`config.mk`:
```
export PLATFORM = sky130hd
export DESIGN_NAME = tms_io_responder
export DESIGN_NICKNAME = d
export VERILOG_FILES = /design/src/rtl/tms_io_responder.sv
export SDC_FILE = /design/constraint.sdc
export NUM_CORES = 1
export LEC_CHECK = 0
export CAP_MARGIN = 20
export CELL_PAD_IN_SITES_DETAIL_PLACEMENT = 1
export CELL_PAD_IN_SITES_GLOBAL_PLACEMENT = 2
export CORE_UTILIZATION = 36
export DETAILED_ROUTE_END_ITERATION = 8
export PLACE_DENSITY_LB_ADDON = 0.1
export SLEW_MARGIN = 0
export SYNTH_ARGS = -nofsm -noshare
export SYNTH_HDL_FRONTEND = slang
export SYNTH_SLANG_ARGS = --single-unit
export TNS_END_PERCENT = 1
```
`constraint.sdc`:
```
create_clock -name raw_clk -period 2.26 [get_ports raw_clk]
set_input_delay 0.452 -clock raw_clk [delete_from_list [all_inputs] [get_ports raw_clk]]
set_output_delay 0.452 -clock raw_clk [all_outputs]
set_load 0.01 [all_outputs]
```
`src/rtl/tms_io_responder.sv`:
```
// tms_io_responder: board-side R/O/K responder for the TMS1000 soft core.
// Answers R-strobe scans with K lines from a key-matrix bitmap and latches the
// multiplexed O-segment pattern of each strobed R line into a per-digit latch.
// Ports:
//   raw_clk        - sole clock
//   button_reset   - synchronous active-low reset
//   pins_r         - R strobes from the core (NUM_DIGITS bits)
//   pins_o         - O segment lines from the core (8 bits)
//   key_matrix     - pressed keys, bit r*4+k joins R line r to K line k
//   pins_k         - K lines returned to the core (4 bits)
//   digit_index    - readback digit select (4 bits)
//   digit_segments - latched segments of the selected digit
//   digit_valid    - selected digit holds a live capture
//   update_pulse   - one-cycle strobe on every digit latch write
// Optional feature: define TMS_IO_AGING_EN to build per-digit age counters that
// invalidate a digit after REFRESH_TIMEOUT cycles without a refresh.
module tms_io_responder #(
    parameter int NUM_DIGITS      = 11,
    parameter int SETTLE_CYCLES   = 8,
    parameter int REFRESH_TIMEOUT = 65535
) (
    input  logic                    raw_clk,
    input  logic                    button_reset,
    input  logic [NUM_DIGITS-1:0]   pins_r,
    input  logic [7:0]              pins_o,
    input  logic [4*NUM_DIGITS-1:0] key_matrix,
    output logic [3:0]              pins_k,
    input  logic [3:0]              digit_index,
    output logic [7:0]              digit_segments,
    output logic                    digit_valid,
    output logic                    update_pulse
);
    localparam int CW = $clog2(SETTLE_CYCLES + 1);
    localparam logic [4:0] ND = 5'(NUM_DIGITS);

    typedef enum logic [1:0] {IDLE, SETTLE, LATCHED} state_t;

    state_t                r_state, w_next;
    logic [NUM_DIGITS-1:0] r_r_m, r_r_s, r_cap_r;
    logic [7:0]            r_o_m, r_o_s, r_cap_o;
    logic [3:0]            r_cap_idx, w_idx, w_k;
    logic [CW-1:0]         r_cnt;
    logic [7:0]            r_digit [NUM_DIGITS];
    logic [NUM_DIGITS-1:0] r_valid;
    logic                  w_onehot, w_same, w_load, w_write;

    always_comb begin
        w_k   = '0;
        w_idx = '0;
        for (int r = 0; r < NUM_DIGITS; r++) begin
            if (r_r_s[r]) begin
                w_k   = w_k | key_matrix[r*4 +: 4];
                w_idx = 4'(r);
            end
        end
    end

    // Zero or multi-hot R never starts a capture.
    assign w_onehot = (r_r_s != '0) && ((r_r_s & (r_r_s - 1'b1)) == '0);
    assign w_same   = (r_r_s == r_cap_r) && (r_o_s == r_cap_o);

    always_comb begin
        w_next  = r_state;
        w_load  = 1'b0;
        w_write = 1'b0;
        case (r_state)
            IDLE: begin
                w_load = w_onehot;
                w_next = w_onehot ? SETTLE : IDLE;
            end
            SETTLE: begin
                w_write = w_same && (r_cnt == CW'(SETTLE_CYCLES - 1));
                w_next  = !w_same ? IDLE : (w_write ? LATCHED : SETTLE);
            end
            LATCHED: w_next = w_same ? LATCHED : IDLE;
            default: w_next = IDLE;
        endcase
    end

    always_ff @(posedge raw_clk) begin
        if (!button_reset) begin
            r_state   <= IDLE;
            r_r_m     <= '0;
            r_r_s     <= '0;
            r_o_m     <= '0;
            r_o_s     <= '0;
            r_cap_r   <= '0;
            r_cap_o   <= '0;
            r_cap_idx <= '0;
            r_cnt     <= '0;
            pins_k    <= '0;
        end else begin
            r_state <= w_next;
            r_r_m   <= pins_r;
            r_r_s   <= r_r_m;
            r_o_m   <= pins_o;
            r_o_s   <= r_o_m;
            pins_k  <= w_k;
            if (w_load) begin
                r_cap_r   <= r_r_s;
                r_cap_o   <= r_o_s;
                r_cap_idx <= w_idx;
                r_cnt     <= '0;
            end else if (r_state == SETTLE) begin
                r_cnt <= r_cnt + 1'b1;
            end
        end
    end

`ifdef TMS_IO_AGING_EN
    localparam int AW = $clog2(REFRESH_TIMEOUT + 1);
    logic [AW-1:0] r_age [NUM_DIGITS];
`endif

    always_ff @(posedge raw_clk) begin
        if (!button_reset) begin
            r_digit      <= '{default: '0};
            r_valid      <= '0;
            update_pulse <= 1'b0;
`ifdef TMS_IO_AGING_EN
            r_age        <= '{default: '0};
`endif
        end else begin
            update_pulse <= w_write;
`ifdef TMS_IO_AGING_EN
            // valid drops on the same edge the age saturates at the timeout
            for (int d = 0; d < NUM_DIGITS; d++) begin
                if (r_valid[d] && r_age[d] != AW'(REFRESH_TIMEOUT)) begin
                    r_age[d] <= r_age[d] + 1'b1;
                    if (r_age[d] == AW'(REFRESH_TIMEOUT - 1))
                        r_valid[d] <= 1'b0;
                end
            end
`endif
            // placed after the aging loop so a write beats a same-cycle expiry
            if (w_write) begin
                r_digit[r_cap_idx] <= r_cap_o;
                r_valid[r_cap_idx] <= 1'b1;
`ifdef TMS_IO_AGING_EN
                r_age[r_cap_idx]   <= '0;
`endif
            end
        end
    end

    always_ff @(posedge raw_clk) begin
        if (!button_reset) begin
            digit_segments <= '0;
            digit_valid    <= 1'b0;
        end else begin
            digit_segments <= ({1'b0, digit_index} < ND) ? r_digit[digit_index] : '0;
            digit_valid    <= ({1'b0, digit_index} < ND) ? r_valid[digit_index] : 1'b0;
        end
    end
endmodule

```
==> results of run 1 <==
[worst paths after layout]
kind         slack [ns]                       end  cells past startpoint
min reg2reg        0.44       r_r_s[7]$_SDFF_PN0_                      1
max reg2reg        0.12  r_digit[28]$_SDFFE_PN0P_                      8
min                0.44       r_r_s[7]$_SDFF_PN0_                      1
max                0.12  r_digit[28]$_SDFFE_PN0P_                      8
[power groups by stage]
stage          combinational, mW  clock, mW  sequential [mW]
2_1_floorplan              0.444          0             3.34
3_3_place_gp               0.701          0             3.35
3_5_place_dp               0.723          0             3.35
4_1_cts                    0.726       3.12             3.28
5_1_grt                    0.781       3.26             3.29
6_report                   0.722       3.05             3.28
[layout make-up]
| cell class | instances | area [sq um] |
|---|---|---|
| sequential | 180 | 3603 |
| fill | 2361 | 11470 |
| timing repair buffer | 132 | 1257 |
| clock buffer | 17 | 425.4 |
| multi-input combinational | 499 | 3711 |
| tap | 275 | 344.1 |
| inverter | 24 | 91.34 |
| clock inverter | 15 | 181.4 |
[Yosys cell counts (all sizes together) (8+ instances only)]
master and number:
nor3 19, nand3 13, and2 47, a22o 8, dfxtp 180, a221oi 8
xnor2 20, o22ai 9, buf 39, inv 24, mux4 18, clkbuf 25
nand2 52, nor2 97, a21oi 19, mux2i 127, o21ai 14
[routing by layer]
metal	global-route usage (%)	wire length (um)
met5	0	0
met4	5.969	246
met3	3.180	513
met2	30.98	9573
met1	29.26	10970
[flip-flops by register name (all words and copies together), names as in the netlist]
register and flops:
r_o_m 8, digit_segments 8, r_r_s 11, update_pulse 1
r_r_m 11, r_cap_o 8, r_digit 88, r_o_s 8
r_state 2, pins_k 4, digit_valid 1, r_valid 11
r_cap_r 11, r_cnt 4, r_cap_idx 4
[what timing repair did]
item,4_1_cts,5_1_grt
hold endpoints to repair,0,0
gates resized for setup,0,3
endpoints found under the setup margin,0,12
[logic make-up (layout without fill, tap and decap cells)]
logic type,count (synthesis),in the layout
AO/OA/AOI/OAI,74,74
XOR/XNOR,22,22
adder cells (fa/ha/maj),1,1
buffers and inverters,90,188
flip-flops,180,180
multiplexers,146,146
AND/OR/NAND/NOR,256,256
[through the flow]
stage	total power [mW]	std cells	hold slack, ns	instance area, sq um	setup TNS (ns)
after floorplan	3.788	769	0.4119	7777	0
after global placement	4.050	1110	0.4162	8990	0
after detailed placement	4.075	1110	0.4219	8990	0
after CTS	7.121	1142	0.4393	9597	0
after global routing	7.329	1142	0.4545	9614	-0.001316
final	7.050	1142	0.4357	9614	0
[worst max-delay path, stage by stage, from the launching register on]
cell and delay, ns:
dfxtp_1 0.38, ha_1 0.19, nand2_1 0.08, or3b_4 0.47, nor3_1 0.32, nand3_1 0.15, buf_4 0.22, mux2i_1 0.17
nor2_1 0.05
==> impl_metrics.toml, run 1 <==
[run_status]
outcome = "finished, final reports clean"

[synthesis]
synth_compound_area_share_pct = 6.869
synth_ff_type = "dfxtp_1"
syn_inst = 769
yosysTopAreaCell = "dfxtp_1"
synth_top_family_by_area = "multiplexers"
ys_types = 52
synthArstFlopShare_pct = 0
synth-xor-area-share_pct = 2.477
yosysWarnings = 0
ys_ff_latch = 180
synth_nets = 839
avgSynthCellArea_sq_um = 10.11
synthSimpleGateAreaFrac_pct = 16.28
synthAdderAreaFrac_pct = 0.1609
syn_area_sq_um = 7777
netlist.area_leader.share_pct = 46.33
yosysSeqAreaShare_pct = 46.33
synth_enable_flop_cells = 0
synth_area_leaders = "dfxtp_1 46%, mux2i_1 16%, mux4_2 5.2%"
yosys-mux-area-fraction_pct = 21.75

[placement]
dp_hpwl_um = 15420
pre_cts_slack_ns = 0.01227
io_buffers = 82
place_congestion = 0.7964

[clock_network]
cts-hold-fix-buffers = 0
cts_root_buf = "clkbuf_16"
cts_tree = "done"
clk_latency_ns = 0.44
path_clk_slew_ns = 0.08
htree_levels = 4
clock_sinks = 180
numCtsBuffers = 17
cts_max_path_buffers = 2
cts_setup_buffers = 0

[worst_setup_path]
crit_start = "r_cnt[0]$_SDFFE_PP0P_"
required_ns = 2.59
r2r_start = "r_cnt[0]$_SDFFE_PP0P_"
arrival_ns = 2.47
critical_path_class = "flip-flop to flip-flop"
path_max_fanout = 13
crit_path_end_kind = "flip-flop"
cp-start-kind = "flip-flop"

[timing]
finalCritPeriodShare_pct = 94.74
tightest_slew_ns = 0.6756
finalHoldViolCount = 0
setup_slack_ns = 0.1189
rsz0062_at_grt = "true"
max_freq_ghz = 0.4670
setup_viol = 0
maxSlewViolCount = 0
skew_ns = 0.01290
slew_headroom_pct = 54.96
fin_crit_ns = 2.141

[die]
row_count = 53
core-area_sq_um = 21090
initial_core_util_pct = 36.88
die_h_um = 149.0
die_area_sq_um = 22200
ios = 83
die_width_um = 149.0

[detailed_routing]
postRouteAntennaNets = 0
wl_per_cell_um = 18.65
drt_iter0_markers = 236
wl_um = 21300
viasPerCell = 5.026
vias = 5740
detail_route.first_pass.iterations = 4
remaining_drc_errors = 0

[final_layout]
drive_gt1_share_pct = 13.96
final_nets = 924
utilization_pct = 45.59
final_common_cell = "dfxtp_1"
antennaDiodeCount = 0
final_cell_mix = "180 x dfxtp_1, 127 x mux2i_1, 96 x nor2_1"
syn_to_final_growth_pct = 23.62

[pwr]
power_density_nw_per_um2 = 733.3
peakVddDrop_mv = 0.5554
pwr-share-seq_pct = 46.5
p_clk_share_pct = 43.2
p_switching_mw = 1.862
leakagePower_nw = 4.148
switching_share_pct = 26.42
pwr-share-comb_pct = 10.2
p_int_mw = 5.188

[grt]
gr-usage-all-layers_pct = 20.27
antenna_found_initial = 0
grt_pass1_vias = 5955
grt_pass1_wl_um = 33930
grt-ovfl-total = 0
grt_start_max_net_pins = 80

[hold_path]
hold_path_class = "flip-flop to flip-flop"
min_from = "r_r_m[7]$_SDFF_PN0_"

[run]
maxCapViolations = 0
Power figures use the tool's default switching activity.
==> run 2: changes to the inputs <==
ABC_AREA = 1   (was unset)
CORE_UTILIZATION = 32   (was 36)
CTS_CLUSTER_DIAMETER = 100   (was unset)
==> impl_metrics.toml, run 2 <==
[timing]
rsz0062_at_grt = "false"
maxSlewViolCount = 0
finalCritPeriodShare_pct = 86.64
setup_slack_ns = 0.3020
finalHoldViolCount = 0
setup_tns_ns = 0
skew_ns = 0.02311
tightest_slew_ns = 0.5896
fin_crit_ns = 1.958
slew_headroom_pct = 60.55
max_freq_ghz = 0.5107
setup_viol = 0

[clock_network]
cts_setup_buffers = 0
htree_levels = 4
ctsResizeCount = 0
cts-hold-fix-buffers = 0
cts_max_path_buffers = 2
clk_latency_ns = 0.45
path_clk_slew_ns = 0.08
clock_sinks = 180
numCtsBuffers = 17
cts_root_buf = "clkbuf_16"
cts_tree = "done"

[placement]
dp.cells = 1797
pre_cts_slack_ns = 0.1745
dp_hpwl_um = 21420
place_congestion = 0.8339
io_buffers = 82

[detailed_routing]
viasPerCell = 4.692
wl_um = 30320
detail_route.first_pass.iterations = 4
remaining_drc_errors = 0
drt_iter0_markers = 439
wl_per_cell_um = 16.58
vias = 8581
postRouteAntennaNets = 0

[grt]
gr-usage-all-layers_pct = 22.06
grt_pass1_vias = 8717
grt_pass1_wl_um = 48800
grt-ovfl-total = 0
antenna_found_initial = 0
grt_start_max_net_pins = 68

[pwr]
power_mw = 7.826
peakVddDrop_mv = 0.4339
power_density_nw_per_um2 = 707.4
leakagePower_nw = 5.126

[die]
die_area_sq_um = 28900
die_width_um = 170.0
row_count = 61
ios = 83
core-area_sq_um = 27780
initial_core_util_pct = 32.51
die_h_um = 170.0

[synthesis]
syn_area_sq_um = 9031
synth_ff_type = "dfxtp_1"
synth_nets = 1430
netlist.area_leader.share_pct = 39.90
synth_area_leaders = "dfxtp_1 40%, nand2_1 15%, inv_1 11%"
avgSynthCellArea_sq_um = 6.641
yosysSeqAreaShare_pct = 39.90
yosysMostFrequentCell = "nand2_1"
syn_inst = 1360
yosysTopAreaCell = "dfxtp_1"
ys_types = 36
ys_ff_latch = 180
synth_common_cells = "362 x nand2_1, 272 x inv_1, 180 x dfxtp_1"
synth_enable_flop_cells = 0
synthArstFlopShare_pct = 0
yosysWarnings = 0

[final_layout]
antennaDiodeCount = 0
multi_input_area_sq_um = 3985
layoutNonFillerInstCount = 1829
fill_cells = 3550
final_nets = 1508
drive_gt1_share_pct = 9.166
final_common_cell = "nand2_1"
register_area_sq_um = 3603
final_cell_mix = "362 x nand2_1, 272 x inv_1, 180 x dfxtp_1"
top_register = "r_digit"
syn_to_final_growth_pct = 22.49
largest_register_ffs = 88

[worst_setup_path]
crit_chain = "xor2_1, nor2_2, nand3_1, nor2_4, buf_12, nand4_1, nand2_1, nor2_1"
r2r_start = "r_r_s[9]$_SDFF_PN0_"
critPathSlowestCell = "dfxtp_1"
critical_path_class = "flip-flop to flip-flop"
crit_start = "r_r_s[9]$_SDFF_PN0_"
arrival_ns = 2.29
cp_slowest_stage_delay_ns = 0.63
cp-start-kind = "flip-flop"
path_max_fanout = 67
crit_path_end_kind = "flip-flop"
required_ns = 2.59

[run]
maxCapViolations = 0

[hold_path]
min_from = "r_r_m[8]$_SDFF_PN0_"
hold_path_class = "flip-flop to flip-flop"

[run_status]
outcome = "finished, final reports clean"
==> run 2: worst paths after layout <==
| path | to | depth (start not counted) | slack [ns] |
|---|---|---|---|
| worst max-delay path | r_digit[66]$_SDFFE_PN0P_ | 8 | 0.30 |
| worst min-delay path | r_r_s[8]$_SDFF_PN0_ | 2 | 0.42 |
| worst max register to register | r_digit[66]$_SDFFE_PN0P_ | 8 | 0.30 |
| worst min register to register | r_r_s[8]$_SDFF_PN0_ | 2 | 0.42 |
==> run 2: metrics by stage <==
step | utilization [%] | hold WS [ns] | area, sq um
final | 39.82 | 0.4165 | 11060
after global routing | 39.82 | 0.4277 | 11060
after CTS | 39.82 | 0.4163 | 11060
after detailed placement | 37.59 | 0.3999 | 10440
after global placement | 37.59 | 0.3951 | 10440
after floorplan | - | 0.3905 | 9031
==> run 2: layer usage <==
metal	global-route usage (%)	share of wire [%]	wire length, um
met5	0	0	0
met4	4.975	1.1	330
met2	39.36	50	15090
met1	28.02	46	13910
met3	2.930	3.2	985
==> run 2: worst max-delay path, delay by kind of cell (launching register included) <==
family | cells | cell delay (ns)
buf+inv | 1 | 0.29
xor+xnor | 1 | 0.16
flops | 1 | 0.63
simple gates | 6 | 0.72
==> run 2: area by class of cell <==
class                   instances  share of cell area [%]
inverters                     286                   9.705
multi-input cells             819                   36.03
repair buffers                134                   11.83
flip-flops and latches        180                   32.58
well taps                     378                   4.276
clock buffers                  17                   3.846
clock inverters                15                   1.742
==> run 2: power breakdown <==
| part | switching [mW] | total, mW | internal (mW) |
|---|---|---|---|
| combinational | 0.843 | 1.33 | 0.490 |
| clock | 1.52 | 3.12 | 1.60 |
| sequential | 0.0833 | 3.37 | 3.29 |
| total | 2.45 | 7.83 | 5.37 |
==> run 2: logic make-up (layout without fill, tap and decap cells) <==
logic type / Yosys count / after routing / synth area share, %
simple gates: 662 / 662 / 33.39
flops: 180 / 180 / 39.90
xor+xnor: 5 / 5 / 0.4849
fa+ha+maj: 1 / 1 / 0.1385
buf+inv: 361 / 452 / 16.11
compound gates: 151 / 151 / 9.975
==> run 3: changes to the inputs <==
GPL_TIMING_DRIVEN = 0   (was unset)
==> impl_metrics.toml, run 3 (synthesized netlist as in run 2, its figures left out) <==
[final_layout]
final_cell_mix = "362 x nand2_1, 271 x inv_1, 180 x dfxtp_1"
antennaDiodeCount = 0
drive_gt1_share_pct = 7.739
final_nets = 1530
top_register = "r_digit"
largest_register_ffs = 88
finalInstanceArea_sq_um = 10880
final_common_cell = "nand2_1"
syn_to_final_growth_pct = 20.42

[pwr]
power_density_nw_per_um2 = 690.3
p_clk_share_pct = 37.5
pwr-share-seq_pct = 44.6
p_switching_mw = 2.358
pwr-share-comb_pct = 17.8
peakVddDrop_mv = 0.4401
leakagePower_nw = 5.043
switching_share_pct = 31.41
p_int_mw = 5.149

[worst_setup_path]
critPathSlowestCell = "clkdlybuf4s50_1"
cp_slowest_stage_delay_ns = 0.47
critical_path_class = "input port to flip-flop"
r2r_start = "r_state[0]$_SDFF_PN0_"
cp-start-kind = "input port"
crit_path_end_kind = "flip-flop"
required_ns = 2.62
crit_chain = "clkdlybuf4s50_1, inv_2, nand2_1, clkbuf_2, o2111ai_1, nand3_1, a21oi_1"
arrival_ns = 2.50
crit_start = "digit_index[0]"
path_max_fanout = 10

[grt]
gr-usage-all-layers_pct = 22.15
antenna_found_initial = 0
grt-ovfl-total = 0
grt_pass1_vias = 8379
grt_start_max_net_pins = 17
grt_pass1_wl_um = 47600

[clock_network]
cts_tree = "done"
cts_root_buf = "clkbuf_16"
htree_levels = 4
clock_sinks = 180
cts-hold-fix-buffers = 0
cts_max_path_buffers = 2
numCtsBuffers = 17
path_clk_slew_ns = 0.07
clk_latency_ns = 0.45

[timing]
tightest_slew_ns = 1.006
finalCritPeriodShare_pct = 94.77
slew_headroom_pct = 32.96
setup_viol = 0
skew_ns = 0.01343
setup_slack_ns = 0.1181
rsz0062_at_grt = "false"
finalHoldViolCount = 0
fin_crit_ns = 2.142
setup_tns_ns = 0
maxSlewViolCount = 0
max_freq_ghz = 0.4669

[die]
row_count = 61
die_width_um = 170.0
ios = 83
initial_core_util_pct = 32.51
core-area_sq_um = 27780
die_area_sq_um = 28900
die_h_um = 170.0

[placement]
dp_hpwl_um = 22850
place_congestion = 0.8133
place_area_sq_um = 10300
io_buffers = 80
pre_cts_slack_ns = -0.5387

[detailed_routing]
viasPerCell = 4.649
wl_um = 31010
remaining_drc_errors = 0
vias = 8606
postRouteAntennaNets = 0
detail_route.first_pass.iterations = 5
wl_per_cell_um = 16.75
drt_iter0_markers = 398

[run]
maxCapViolations = 0

[run_status]
outcome = "finished, final reports clean"

[hold_path]
hold_path_class = "flip-flop to flip-flop"
min_from = "r_r_m[2]$_SDFF_PN0_"
[run 3: changes by cell type in the layout (fill, tap and decap cells not counted), sizes merged]
cell,change
buf,-12
bufinv,-1
clkbuf,+38
clkdlybuf4s50,-1
clkinv,+1
clkinvlp,-2
inv,-1
[run 3: metrics by stage]
stage	util, %	instances	hold slack, ns	total power, mW
after global placement	37.09	1818	0.3928	4.752
after floorplan	-	1360	0.3905	4.228
after global routing	39.15	1851	0.4307	7.866
after detailed placement	37.09	1818	0.3999	4.768
after CTS	39.03	1850	0.4157	7.610
final	39.15	1851	0.4126	7.508
[run 3: path summary, 6_finish.rpt]
path,slack [ns],cells past startpoint,end
max,0.12,7,digit_segments[6]$_SDFF_PN0_
min,0.41,2,r_r_s[2]$_SDFF_PN0_
max reg2reg,0.18,9,r_digit[31]$_SDFFE_PN0P_
min reg2reg,0.41,2,r_r_s[2]$_SDFF_PN0_
[run 3: critical path: cells and delay by family]
family,cells,cell delay [ns]
buf+inv,3,0.97
compound gates,2,0.62
simple gates,2,0.45
[run 3: final cells by class]
| cell class | instances | area, sq um |
|---|---|---|
| sequential | 180 | 3603 |
| timing repair buffer | 81 | 820.8 |
| clock buffer | 20 | 436.7 |
| tap | 378 | 473.0 |
| inverter | 286 | 1074 |
| fill | 3690 | 16910 |
| buffer | 75 | 392.9 |
| multi-input combinational | 819 | 3978 |
| clock inverter | 12 | 97.59 |
[run 3: power groups by stage]
stage / Clock, mW / Sequential (mW) / Combinational, mW
6_report: 2.82 / 3.35 / 1.34
5_1_grt: 3.03 / 3.36 / 1.47
4_1_cts: 2.91 / 3.35 / 1.35
3_5_place_dp: 0 / 3.43 / 1.34
3_3_place_gp: 0 / 3.42 / 1.33
2_1_floorplan: 0 / 3.42 / 0.810
[run 3: layer usage]
metal	routed length, um	GRT usage, %
met5	0	0
met4	697	7.364
met3	926	3.070
met2	15040	38.58
met1	14350	27.94
[run 3: what timing repair did]
item / in CTS / in global routing
resized for setup: 2 / 12
setup endpoints to repair: 94 / 61
pin swaps: 0 / 1
setup buffers: 0 / 1
